$ cat src/rtl/hazard_stall_controller_if.sv
// Pipeline-side bundle for the hazard/stall controller: hazard inputs from
// ID/EX and the hold/flush/bubble controls returned to the pipeline registers.
interface hazard_stall_controller_if #(
  parameter int STAT_WIDTH = 32
);
  logic [4:0]            ID_rs1;
  logic [4:0]            ID_rs2;
  logic                  ID_Uses_rs1;
  logic                  ID_Uses_rs2;
  logic                  EX_Mem_Read;
  logic [4:0]            EX_WriteAddress;
  logic                  EX_Branch_Taken;
  logic                  EX_Div_Start;
  logic                  PC_Hold;
  logic                  IF_ID_Hold;
  logic                  IF_ID_Flush;
  logic                  ID_EX_Bubble;
  logic                  ID_EX_Hold;
  logic                  EX_MEM_Bubble;
  logic                  Div_Busy;
  logic                  Div_Done;
  logic [STAT_WIDTH-1:0] Stall_Count;

  // Pipeline side: presents hazard information, consumes controls.
  modport master (
    output ID_rs1, ID_rs2, ID_Uses_rs1, ID_Uses_rs2,
           EX_Mem_Read, EX_WriteAddress, EX_Branch_Taken, EX_Div_Start,
    input  PC_Hold, IF_ID_Hold, IF_ID_Flush, ID_EX_Bubble, ID_EX_Hold,
           EX_MEM_Bubble, Div_Busy, Div_Done, Stall_Count
  );

  // Controller side.
  modport slave (
    input  ID_rs1, ID_rs2, ID_Uses_rs1, ID_Uses_rs2,
           EX_Mem_Read, EX_WriteAddress, EX_Branch_Taken, EX_Div_Start,
    output PC_Hold, IF_ID_Hold, IF_ID_Flush, ID_EX_Bubble, ID_EX_Hold,
           EX_MEM_Bubble, Div_Busy, Div_Done, Stall_Count
  );
endinterface

$ cat src/rtl/hazard_stall_controller.sv
// Hazard/stall sequencer for the IF/ID, ID/EX and EX/MEM registers: load-use
// bubbles, wrong-path flush on taken branch/jump, front-end freeze for DIV/REM,
// and a saturating count of PC-hold cycles.
//
//   state    | meaning
//   ---------+-----------------------------------------------------------
//   RUN      | normal flow; branch > divide start > load-use priority
//   DIV_WAIT | divide occupying EX; front end frozen until counter hits 0
module hazard_stall_controller #(
  parameter int DIV_LATENCY = 34,
  parameter int STAT_WIDTH  = 32
) (
  input logic                       CLK,
  input logic                       Reset,
  hazard_stall_controller_if.slave  bus
);

  // Counter holds DIV_LATENCY-2 at most; keep at least one bit for latency 2.
  localparam int CW = (DIV_LATENCY <= 2) ? 1 : $clog2(DIV_LATENCY);

  typedef enum logic [1:0] {
    RUN      = 2'b00,
    DIV_WAIT = 2'b01
  } state_e;

  state_e                state_q, state_d;
  logic [CW-1:0]         cnt_q, cnt_d;
  logic [STAT_WIDTH-1:0] stall_cnt_q, stall_cnt_d;

  logic pc_hold, if_id_hold, if_id_flush, id_ex_bubble, id_ex_hold;
  logic ex_mem_bubble, div_busy, div_done;
  logic load_use;

  assign load_use = bus.EX_Mem_Read && (bus.EX_WriteAddress != 5'd0) &&
                    ((bus.ID_Uses_rs1 && (bus.ID_rs1 == bus.EX_WriteAddress)) ||
                     (bus.ID_Uses_rs2 && (bus.ID_rs2 == bus.EX_WriteAddress)));

  // Next-state and control decode; everything forced quiet while Reset is high.
  always_comb begin
    state_d       = state_q;
    cnt_d         = cnt_q;
    pc_hold       = 1'b0;
    if_id_hold    = 1'b0;
    if_id_flush   = 1'b0;
    id_ex_bubble  = 1'b0;
    id_ex_hold    = 1'b0;
    ex_mem_bubble = 1'b0;
    div_busy      = 1'b0;
    div_done      = 1'b0;
    if (!Reset) begin
      unique case (state_q)
        RUN: begin
          if (bus.EX_Branch_Taken) begin
            if_id_flush  = 1'b1;
            id_ex_bubble = 1'b1;
          end else if (bus.EX_Div_Start) begin
            // First EX cycle of the divide; remaining freeze cycles are counted down.
            pc_hold       = 1'b1;
            if_id_hold    = 1'b1;
            id_ex_hold    = 1'b1;
            ex_mem_bubble = 1'b1;
            cnt_d         = CW'(DIV_LATENCY - 2);
            state_d       = DIV_WAIT;
          end else if (load_use) begin
            pc_hold      = 1'b1;
            if_id_hold   = 1'b1;
            id_ex_bubble = 1'b1;
          end
        end
        DIV_WAIT: begin
          div_busy = 1'b1;
          if (cnt_q != '0) begin
            pc_hold       = 1'b1;
            if_id_hold    = 1'b1;
            id_ex_hold    = 1'b1;
            ex_mem_bubble = 1'b1;
            cnt_d         = cnt_q - CW'(1);
          end else begin
            // Result is valid; let it flow into EX/MEM.
            div_done = 1'b1;
            state_d  = RUN;
          end
        end
        default: state_d = RUN;
      endcase
    end
  end

  // Saturating count of cycles in which the PC is held.
  always_comb begin
    stall_cnt_d = stall_cnt_q;
    if (pc_hold && (stall_cnt_q != '1)) stall_cnt_d = stall_cnt_q + STAT_WIDTH'(1);
  end

  // State, divide counter and statistics registers.
  always_ff @(posedge CLK) begin
    if (Reset) begin
      state_q     <= RUN;
      cnt_q       <= '0;
      stall_cnt_q <= '0;
    end else begin
      state_q     <= state_d;
      cnt_q       <= cnt_d;
      stall_cnt_q <= stall_cnt_d;
    end
  end

  assign bus.PC_Hold       = pc_hold;
  assign bus.IF_ID_Hold    = if_id_hold;
  assign bus.IF_ID_Flush   = if_id_flush;
  assign bus.ID_EX_Bubble  = id_ex_bubble;
  assign bus.ID_EX_Hold    = id_ex_hold;
  assign bus.EX_MEM_Bubble = ex_mem_bubble;
  assign bus.Div_Busy      = div_busy;
  assign bus.Div_Done      = div_done;
  assign bus.Stall_Count   = stall_cnt_q;

endmodule
$ cat src/flat_wrapper.sv
// flat-port wrapper written by rule: the top's interface ports become plain ports
module hazard_stall_controller_flat 
#(
  parameter int DIV_LATENCY = 34,
  parameter int STAT_WIDTH  = 32
)
  (CLK, Reset, bus_ID_rs1, bus_ID_rs2, bus_ID_Uses_rs1, bus_ID_Uses_rs2, bus_EX_Mem_Read, bus_EX_WriteAddress, bus_EX_Branch_Taken, bus_EX_Div_Start, bus_PC_Hold, bus_IF_ID_Hold, bus_IF_ID_Flush, bus_ID_EX_Bubble, bus_ID_EX_Hold, bus_EX_MEM_Bubble, bus_Div_Busy, bus_Div_Done, bus_Stall_Count);
  hazard_stall_controller_if #(.STAT_WIDTH(STAT_WIDTH)) bus_i ();
  input logic CLK;
  input logic Reset;
  input wire logic [$bits(bus_i.ID_rs1)-1:0] bus_ID_rs1;
  input wire logic [$bits(bus_i.ID_rs2)-1:0] bus_ID_rs2;
  input wire logic [$bits(bus_i.ID_Uses_rs1)-1:0] bus_ID_Uses_rs1;
  input wire logic [$bits(bus_i.ID_Uses_rs2)-1:0] bus_ID_Uses_rs2;
  input wire logic [$bits(bus_i.EX_Mem_Read)-1:0] bus_EX_Mem_Read;
  input wire logic [$bits(bus_i.EX_WriteAddress)-1:0] bus_EX_WriteAddress;
  input wire logic [$bits(bus_i.EX_Branch_Taken)-1:0] bus_EX_Branch_Taken;
  input wire logic [$bits(bus_i.EX_Div_Start)-1:0] bus_EX_Div_Start;
  output wire logic [$bits(bus_i.PC_Hold)-1:0] bus_PC_Hold;
  output wire logic [$bits(bus_i.IF_ID_Hold)-1:0] bus_IF_ID_Hold;
  output wire logic [$bits(bus_i.IF_ID_Flush)-1:0] bus_IF_ID_Flush;
  output wire logic [$bits(bus_i.ID_EX_Bubble)-1:0] bus_ID_EX_Bubble;
  output wire logic [$bits(bus_i.ID_EX_Hold)-1:0] bus_ID_EX_Hold;
  output wire logic [$bits(bus_i.EX_MEM_Bubble)-1:0] bus_EX_MEM_Bubble;
  output wire logic [$bits(bus_i.Div_Busy)-1:0] bus_Div_Busy;
  output wire logic [$bits(bus_i.Div_Done)-1:0] bus_Div_Done;
  output wire logic [$bits(bus_i.Stall_Count)-1:0] bus_Stall_Count;
  assign bus_i.ID_rs1 = bus_ID_rs1;
  assign bus_i.ID_rs2 = bus_ID_rs2;
  assign bus_i.ID_Uses_rs1 = bus_ID_Uses_rs1;
  assign bus_i.ID_Uses_rs2 = bus_ID_Uses_rs2;
  assign bus_i.EX_Mem_Read = bus_EX_Mem_Read;
  assign bus_i.EX_WriteAddress = bus_EX_WriteAddress;
  assign bus_i.EX_Branch_Taken = bus_EX_Branch_Taken;
  assign bus_i.EX_Div_Start = bus_EX_Div_Start;
  assign bus_PC_Hold = bus_i.PC_Hold;
  assign bus_IF_ID_Hold = bus_i.IF_ID_Hold;
  assign bus_IF_ID_Flush = bus_i.IF_ID_Flush;
  assign bus_ID_EX_Bubble = bus_i.ID_EX_Bubble;
  assign bus_ID_EX_Hold = bus_i.ID_EX_Hold;
  assign bus_EX_MEM_Bubble = bus_i.EX_MEM_Bubble;
  assign bus_Div_Busy = bus_i.Div_Busy;
  assign bus_Div_Done = bus_i.Div_Done;
  assign bus_Stall_Count = bus_i.Stall_Count;
  hazard_stall_controller #(.DIV_LATENCY(DIV_LATENCY), .STAT_WIDTH(STAT_WIDTH)) u_core (.CLK(CLK), .Reset(Reset), .bus(bus_i));
endmodule
$ cat config.mk
export PLATFORM = sky130hd
export DESIGN_NAME = hazard_stall_controller_flat
export DESIGN_NICKNAME = d
export VERILOG_FILES = /design/src/rtl/hazard_stall_controller_if.sv /design/src/rtl/hazard_stall_controller.sv /design/src/flat_wrapper.sv
export SDC_FILE = /design/constraint.sdc
export NUM_CORES = 1
export LEC_CHECK = 0
export ABC_AREA = 1
export BUFFER_PORTS_ARGS = -buffer_cell sky130_fd_sc_hd__buf_4
export CAP_MARGIN = 20
export CORE_MARGIN = 3
export CORE_UTILIZATION = 59
export CTS_BUF_LIST = sky130_fd_sc_hd__clkbuf_2 sky130_fd_sc_hd__clkbuf_4 sky130_fd_sc_hd__clkbuf_8
export DETAILED_ROUTE_END_ITERATION = 10
export PLACE_DENSITY = 0.83
export SYNTH_ARGS = -nofsm -noshare
export SYNTH_HDL_FRONTEND = slang
export SYNTH_SLANG_ARGS = --single-unit
$ cat constraint.sdc
create_clock -name CLK -period 2.6 [get_ports CLK]
set_input_delay 0.39 -clock CLK [delete_from_list [all_inputs] [get_ports CLK]]
set_output_delay 0.39 -clock CLK [all_outputs]
set_load 0.02 [all_outputs]
After elaboration in Yosys (flattened, before gate mapping)
Index checks and enable logic that the tools add are counted.
- $add $sub $neg: 2
- eq/ne operators: 8
- multiplexer cells: 30
- reduce and logical (&&, ||, !) cells: 12
- operators with widths (kind ; number):
    adder 32 x 1 -> 32 bit (second input constant) ; 1
    inequality test 32 bit (second input constant) ; 1
    two-way mux 1 bit ; 20
    two-way mux 6 bit ; 3
    one-hot mux 6 bit (2 select lines) ; 1
    equality test 5 bit ; 2
    two-way mux 2 bit ; 3
    inequality test 2 bit (second input constant) ; 3
    nonzero test 6 bit ; 1
    subtractor 6 x 1 -> 6 bit (second input constant) ; 1
    logical AND 1 bit ; 5
    nonzero test 5 bit ; 1
    one-hot mux 1 bit (2 select lines) ; 2
    one-hot mux 2 bit (2 select lines) ; 1
    AND reduction 4 bit ; 1
    AND reduction 3 bit ; 1
    equality test 2 x 1 -> 1 bit (second input constant) ; 1
    zero test 2 bit ; 1
    inequality test 2 x 1 -> 1 bit (second input constant) ; 1
    nonzero test 2 bit ; 1
    logical OR 1 bit ; 1
- flip-flop bits (word level): 40
- input port bits: 22

Depth between registers and ports, before layout
Gate-level depths: netlist of run 1.
- word-level depth: 10
- depth in mapped cells: 12
- gate-level depth less buffers: 12

Worst setup path before layout of run 1
Ideal clock, no wire load.
- path type: reg2out
- start: register u_core.cnt_q[0]
- end: output port bus_PC_Hold
- cell stages (with the launch flop): 9
- required time: 2210 ps
- slack: 170 ps
- arrival time: 2040 ps
- cells stage by stage: dfxtp_1 > inv_1 > ha_1 > nand4_1 > o21ai_0 > nor2_2 > buf_2 > a21boi_0 > buf_4
- word-level cells in the longest chain between the ends: 4
- ends and longest elaborated chain (element ; RTL line ; source):
    from (decl) ; hazard_stall_controller.sv:27 ; logic [CW-1:0] cnt_q, cnt_d;
    from (signal assigned) ; hazard_stall_controller.sv:103 ; cnt_q <= cnt_d;
    nonzero test 6 bit ; hazard_stall_controller.sv:72 ; if (cnt_q != '0) begin
    two-way mux 1 bit ; n/a ;
    one-hot mux 1 bit (2 select lines) ; n/a ;
    two-way mux 1 bit ; n/a ;
    to (decl) ; flat_wrapper.sv:19 ; output wire logic [$bits(bus_i.PC_Hold)-1:0] bus_PC_Hold;
Every way passes these cells.

Worst setup path after layout of run 1
- start: register u_core.cnt_q[1]
- end: output port bus_PC_Hold
- word-level cells in the longest chain between the ends: 4
- ends and longest elaborated chain (element ; RTL line ; source):
    nonzero test 6 bit ; hazard_stall_controller.sv:72 ;
    two-way mux 1 bit ; hazard_stall_controller.sv:72 ;
    one-hot mux 1 bit (2 select lines) ; hazard_stall_controller.sv:51 ; unique case (state_q)
    two-way mux 1 bit ; hazard_stall_controller.sv:50 ; if (!Reset) begin
Every way passes these cells.

==> results.toml, run 1 <==
[setup_path]
worst-path-max-fanout = 3
slowest_delay_ns = 0.36
path_delay_family = "compound AO/OA/AOI/OAI gates"
worstPathCellList = "inv_1, ha_1, nand4_1, o21ai_0, nor2_2, a21boi_0, buf_4"
cp-start-kind = "flip-flop"
path_class = "reg -> out"
crit_path_end_kind = "primary output"
rrSetupSlack_ns = 0.56
crit_slowest_cell = "dfxtp_1"
cp_data_required_time_ns = 2.21
cp_num_buf_inv = 2
cp.arrival_ns = 1.81

[place]
dp.cells = 577
port_buffers = 61
post-dp-hpwl_um = 6120
gp_congestion = 0.956

[detailed_routing]
vias_per_cell = 5.67
drtAntennaViolNets = 0
drt_first_iter_violations = 317
firstDrtPassIters = 5
vias = 3319
detail_route.wl_per_cell_um = 14.2
wl_um = 8330
drc = 0

[global_route]
grt_pass1_vias = 2909
antenna_found_initial = 0
groute.usage.overall_pct = 30.7
grt_max_degree = 40
gr-total-overflow = 0
grt_pass1_wl_um = 13500

[clock_tree]
cts_tree = "built"
cts_resized = 0
cts.path.max_buffers = 2
numCtsBuffers = 5
cts_setup_buffers = 0
root_buffer = "clkbuf_8"
path_clk_slew_ns = 0.08
ctsHoldBuffers = 0
cts_sinks = 39
cts.htree.levels = 2
worst_skew_pair.late_latency_ns = 0.30

[layout]
antenna-diode-count = 0
fillers = 393
area_delta_synth_final_pct = 20.1
fin_cells = 585
final_nets = 557
multiInputGateArea_mm2 = 0.00180
layout-drive-gt1-share_pct = 15.8
ff_latch_area_um2 = 781

[timing]
setup_viol_count_final = 0
fin_crit_sh_pct = 84.8
fmax_mhz = 454
post-route-min-period_ns = 2.20
holdWs_ns = 0.496
relSlewSlack_pct = 55.7
finalHoldViolCount = 0
rsz0062_at_grt = "no"
worstMarginPinSlew_ns = 0.664
slew_violations = 0
finalSetupTns_ns = 0
fin_worst_skew_ns = 0.00540

[yosys]
yosys_warnings = 0
avgSynthCellArea_um2 = 5.94
synth.distinct_cells = 28
synth_nets = 504
ys.flop_type = "dfxtp_1"
ys_ff_latch = 39
ys_async_sr_fraction_pct = 0
synth_edf_count = 0
syn-instance-count = 479
ys_seq_area_share_pct = 27.4
syn-cell-area_mm2 = 0.00285

[job]
drv_cap = 0

[power_and_ir_drop]
ir_drop_mv = 0.351
powerDensity_mw_per_mm2 = 428
p_leak_nw = 1.46

[floorplanning]
dieWidth_um = 75.4
start_util_pct = 63.2
rows = 24
die_area_mm2 = 0.00569
coreArea_mm2 = 0.00450
die_h_um = 75.4
ios = 62

[hold_path]
hold_class = "reg -> reg"

[status]
outcome = "completed"
power by group:
group | total [mW] | internal, mW | switching [mW] | leakage (nW)
Clock | 0.621 | 0.394 | 0.227 | 0.0688
Sequential | 0.625 | 0.611 | 0.0141 | 0.315
Combinational | 0.218 | 0.0793 | 0.138 | 1.08
synth_stat cells, types with 3 or more instances:
master    count  area share (%)
nor2_1       78              10
nand3b_1     11             2.9
buf_4         4             1.1
o21ai_0       4            0.70
nand2_1     174              23
nand3_1      12             2.1
a21oi_1      33             5.8
dfxtp_1      39              27
inv_1        39             5.1
buf_6         3             1.2
xnor2_1       5             1.5
ha_1          3             1.3
nand3_2       3             1.1
clkbuf_1      5            0.66
nand4_1      33             7.3
xor2_1       12             3.7
buf_2         7             1.2
path summary, 6_finish.rpt:
check,from,to,cells past startpoint
worst max-delay path,u_core.cnt_q[1]$_SDFFE_PP0P_,bus_PC_Hold,7
worst min-delay path,u_core.cnt_q[4]$_SDFFE_PP0P_,u_core.cnt_q[4]$_SDFFE_PP0P_,2
worst max register to register,u_core.cnt_q[1]$_SDFFE_PP0P_,u_core.bus.Stall_Count[5]$_SDFFE_PP0P_,8
worst min register to register,u_core.cnt_q[4]$_SDFFE_PP0P_,u_core.cnt_q[4]$_SDFFE_PP0P_,2
stage by stage:
step                cell area [um^2]  worst slack, ns  total power [mW]  utilization, %
floorplan                       2850            0.170             0.787               -
global placement                3280            0.584             0.845            72.8
detailed placement              3280            0.487             0.853            72.8
CTS                             3420            0.391              1.47            75.9
global route                    3420            0.194              1.53            75.9
finish                          3420            0.396              1.46            75.9
cell usage in the layout, fill, tap and decap left out, types with 2 or more instances in the layout:
master	Yosys	layout
nand4_1	33	33
nand3_2	3	3
nand2_2	2	2
bufinv_16	0	2
buf_4	4	65
nor2_2	2	2
clkbuf_8	0	5
nand3b_1	11	11
ha_1	3	3
nand2_1	174	174
inv_1	39	39
o21ai_0	4	4
dfxtp_1	39	39
nand3_1	12	12
a21oi_1	33	33
nor2_1	78	78
xnor2_1	5	5
nor2_4	2	2
xor2_1	12	12
registers in the layout (all words and copies together) (netlist names):
name / flops
u_core.bus.Stall_Count: 32
u_core.cnt_q: 6
u_core.state_q: 1
cells by family after synthesis:
kind of cell | after synthesis | share of synthesized area (%)
AOI/OAI and AO/OA | 40 | 7.30
xor gates and xnor gates | 17 | 5.23
adders and majority gates | 3 | 1.32
buffers and inverters | 58 | 9.28
DFF | 39 | 27.4
and+or+nand+nor | 322 | 49.4
tightest hold or removal path: cells and delay by family (launching register included):
kind / cells / cell delay (ns)
AO/OA/AOI/OAI: 1 / 0.05
buffers and inverters: 1 / 0.06
flip-flops: 1 / 0.35
per-layer routing:
metal	GRT usage, %	vias up	routed length [um]	part of all wire, %
met2	46.4	172	3740	45
met4	11.3	0	217	2.6
met1	42.3	1484	3550	43
met5	0	-	0	0
li1	-	1638	-	-
met3	7.52	25	821	9.9
cell type report:
type                            instances  share of cell area [%]
Clock buffer                            6                    2.23
Clock inverter                          2                    1.76
Inverter                               39                    4.28
Multi-Input combinational cell        382                    52.7
Sequential cell                        39                    22.8
Tap cell                               52                    1.90
Timing Repair Buffer                   65                    14.3
Note: power is estimated with default switching activity, not from simulation.
==> run 2, diff against run 1 <==
--- a/config.mk
+++ b/config.mk
@@ -5,14 +5,14 @@
 export SDC_FILE = /design/constraint.sdc
 export NUM_CORES = 1
 export LEC_CHECK = 0
-export ABC_AREA = 1
+export ABC_AREA = 0
 export BUFFER_PORTS_ARGS = -buffer_cell sky130_fd_sc_hd__buf_4
 export CAP_MARGIN = 20
 export CORE_MARGIN = 3
-export CORE_UTILIZATION = 59
+export CORE_UTILIZATION = 49
 export CTS_BUF_LIST = sky130_fd_sc_hd__clkbuf_2 sky130_fd_sc_hd__clkbuf_4 sky130_fd_sc_hd__clkbuf_8
 export DETAILED_ROUTE_END_ITERATION = 10
-export PLACE_DENSITY = 0.83
+export PLACE_DENSITY = 0.76
 export SYNTH_ARGS = -nofsm -noshare
 export SYNTH_HDL_FRONTEND = slang
 export SYNTH_SLANG_ARGS = --single-unit
==> constraint.sdc (replaced) <==
create_clock -name CLK -period 2 [get_ports CLK]
set_input_delay 0.3 -clock CLK [delete_from_list [all_inputs] [get_ports CLK]]
set_output_delay 0.3 -clock CLK [all_outputs]
set_load 0.02 [all_outputs]
==> results.toml, run 2 <==
[yosys]
syn-instance-count = 264
synth_edf_count = 0
synth_common_cells = "dfxtp_1 (39), a21oi_1 (28), nand2_1 (19), nor2_1 (14)"
netlist_top_cells_area = "dfxtp_1 (35%), a21oi_1 (6.3%), xnor2_1 (5.1%)"
synth_top_cell_by_area = "dfxtp_1"
ys_ff_latch = 39
synth.distinct_cells = 49
ys_seq_area_share_pct = 35.2
yosys_warnings = 0
syn-cell-area_mm2 = 0.00222
netlist.area_leader.share_pct = 35.2
yosysMostFrequentCell = "dfxtp_1"
synth_nets = 289
ys.flop_type = "dfxtp_1"
ys_async_sr_fraction_pct = 0
avgSynthCellArea_um2 = 8.41

[setup_path]
path_class = "reg -> reg"
cp_data_required_time_ns = 2.23
cp-start-kind = "flip-flop"
critPathCapture = "u_core.bus.Stall_Count[25]$_SDFFE_PP0P_"
rrSetupSlack_ns = -0.12
crit_path_end_kind = "flip-flop"
r2r_start = "u_core.cnt_q[0]$_SDFFE_PP0P_"
r2r_cells = 11
r2r-end = "u_core.bus.Stall_Count[25]$_SDFFE_PP0P_"
cp-startpoint = "u_core.cnt_q[0]$_SDFFE_PP0P_"
cp.arrival_ns = 2.34
worst-path-max-fanout = 6

[floorplanning]
ios = 62
dieWidth_um = 73.3
rows = 23
die_h_um = 73.3
coreArea_mm2 = 0.00417
start_util_pct = 53.2
die_area_mm2 = 0.00538

[clock_tree]
cts.path.max_buffers = 2
cts.htree.levels = 2
numCtsBuffers = 5
cts_sinks = 39
cts_tree = "built"
ctsHoldBuffers = 0
path_clk_slew_ns = 0.08
root_buffer = "clkbuf_8"
worst_skew_pair.late_latency_ns = 0.29

[power_and_ir_drop]
ir_drop_mv = 0.564
p_leak_nw = 1.37
finalPower_mw = 1.75
powerDensity_mw_per_mm2 = 510

[timing]
fmax_mhz = 473
relSlewSlack_pct = 72.3
setup_viol_count_final = 21
fin_worst_skew_ns = 0.00781
post-route-min-period_ns = 2.12
holdWs_ns = 0.428
rsz0062_at_grt = "yes"
worstMarginPinSlew_ns = 0.410
slew_violations = 0
setup_slack_ns = -0.116
fin_crit_sh_pct = 106
finalHoldViolCount = 0

[layout]
antenna-diode-count = 0
largest_reg_flops = 32
final_nets = 395
fillers = 271
layout-drive-gt1-share_pct = 46.6
area_delta_synth_final_pct = 54.4
layout_common_cells = "buf_4 (104), dfxtp_1 (24), a21oi_1 (23)"
layout_commonest_cell = "buf_4"

[global_route]
antenna_found_initial = 0
grt_pass1_wl_um = 9900
grt_pass1_vias = 2182
grt_max_degree = 38
groute.usage.overall_pct = 23.1
gr-total-overflow = 0

[job]
drv_cap = 0

[detailed_routing]
vias = 2511
drt_first_iter_violations = 161
wl_um = 6700
vias_per_cell = 5.96
detail_route.wl_per_cell_um = 15.9
drc = 0
drtAntennaViolNets = 0
firstDrtPassIters = 4

[status]
violations = "setup timing"
outcome = "complete, but fails checks"

[place]
post-dp-hpwl_um = 4490
port_buffers = 61
gp_congestion = 0.788

[hold_path]
hold_class = "in -> reg"
## run 2: final cells by class
cell class	instances	area (um^2)	share of cell area [%]
inverters	10	37.5	1.09
clock buffers	6	82.6	2.41
well taps	50	62.6	1.82
repair buffers	112	916	26.7
multi-input cells	202	1480	43.1
clock inverters	2	35.0	1.02
flip-flops and latches	39	817	23.8
## run 2: timing repair
item	CTS	global route
pin swaps	2	15
gates resized for setup	11	25
setup endpoints to repair	15	36
cloned	0	3
setup buffers	2	6
## run 2: kinds of logic (layout without fill, tap and decap cells)
logic type               Yosys count  count (layout)  synth area share (%)
AND/OR/NAND/NOR                  113             113                  30.4
AO/OA/AOI/OAI                     69              69                  21.0
flip-flops                        39              39                  35.2
buffers and inverters             23             130                  4.96
XOR/XNOR                          15              15                  5.92
adder cells (fa/ha/maj)            3               3                  1.69
multiplexers                       2               2                 0.958
## run 2: power by group
part / switching, mW / internal [mW] / leakage, nW
clock: 0.283 / 0.404 / 0.0612
combinational: 0.135 / 0.137 / 0.981
sequential: 0.0114 / 0.779 / 0.324
total: 0.429 / 1.32 / 1.37
## run 2: worst min path at each step
stage | from | endpoint | slack (ns) | cells after the start
after detailed placement | u_core.bus.Stall_Count[6]$_SDFFE_PP0P_ | u_core.bus.Stall_Count[6]$_SDFFE_PP0P_ | 0.48 | 1
after floorplan | u_core.cnt_q[0]$_SDFFE_PP0P_ | u_core.cnt_q[0]$_SDFFE_PP0P_ | 0.46 | 2
after CTS | Reset | u_core.state_q[0]$_SDFFE_PP0P_ | 0.41 | 5
after global routing | Reset | u_core.state_q[0]$_SDFFE_PP0P_ | 0.45 | 5
after global placement | u_core.bus.Stall_Count[9]$_SDFFE_PP0P_ | u_core.bus.Stall_Count[9]$_SDFFE_PP0P_ | 0.47 | 2
final | Reset | u_core.state_q[0]$_SDFFE_PP0P_ | 0.43 | 5
## run 2: metrics by stage
step	instances	setup slack, ns	util (%)	setup TNS [ns]	instance area (um^2)
floorplan	264	-0.0176	-	-0.0176	2270
global placement	402	-0.0544	72.9	-0.281	3040
detailed placement	402	-0.113	72.9	-1.15	3040
CTS	412	-0.103	76.9	-0.812	3210
global route	421	-0.199	82.2	-3.16	3430
finish	421	-0.116	82.2	-1.09	3430
## run 2: critical path, stage by stage (launching register included)
cell and delay [ns]:
dfxtp_2 0.33, inv_2 0.05, ha_4 0.16, nand2b_4 0.07
o221ai_4 0.12, buf_6 0.14, a21oi_4 0.15, nand4_1 0.15
buf_4 0.20, buf_12 0.13, or4_1 0.41, a21oi_1 0.14
## run 2: metal layers
layer	vias to the layer above	part of all wire (%)	track usage [%]
met5	-	0	0
met4	0	1.3	7.04
met3	11	4.5	3.97
met2	78	51	39.4
met1	1214	43	29.6
li1	1208	-	-
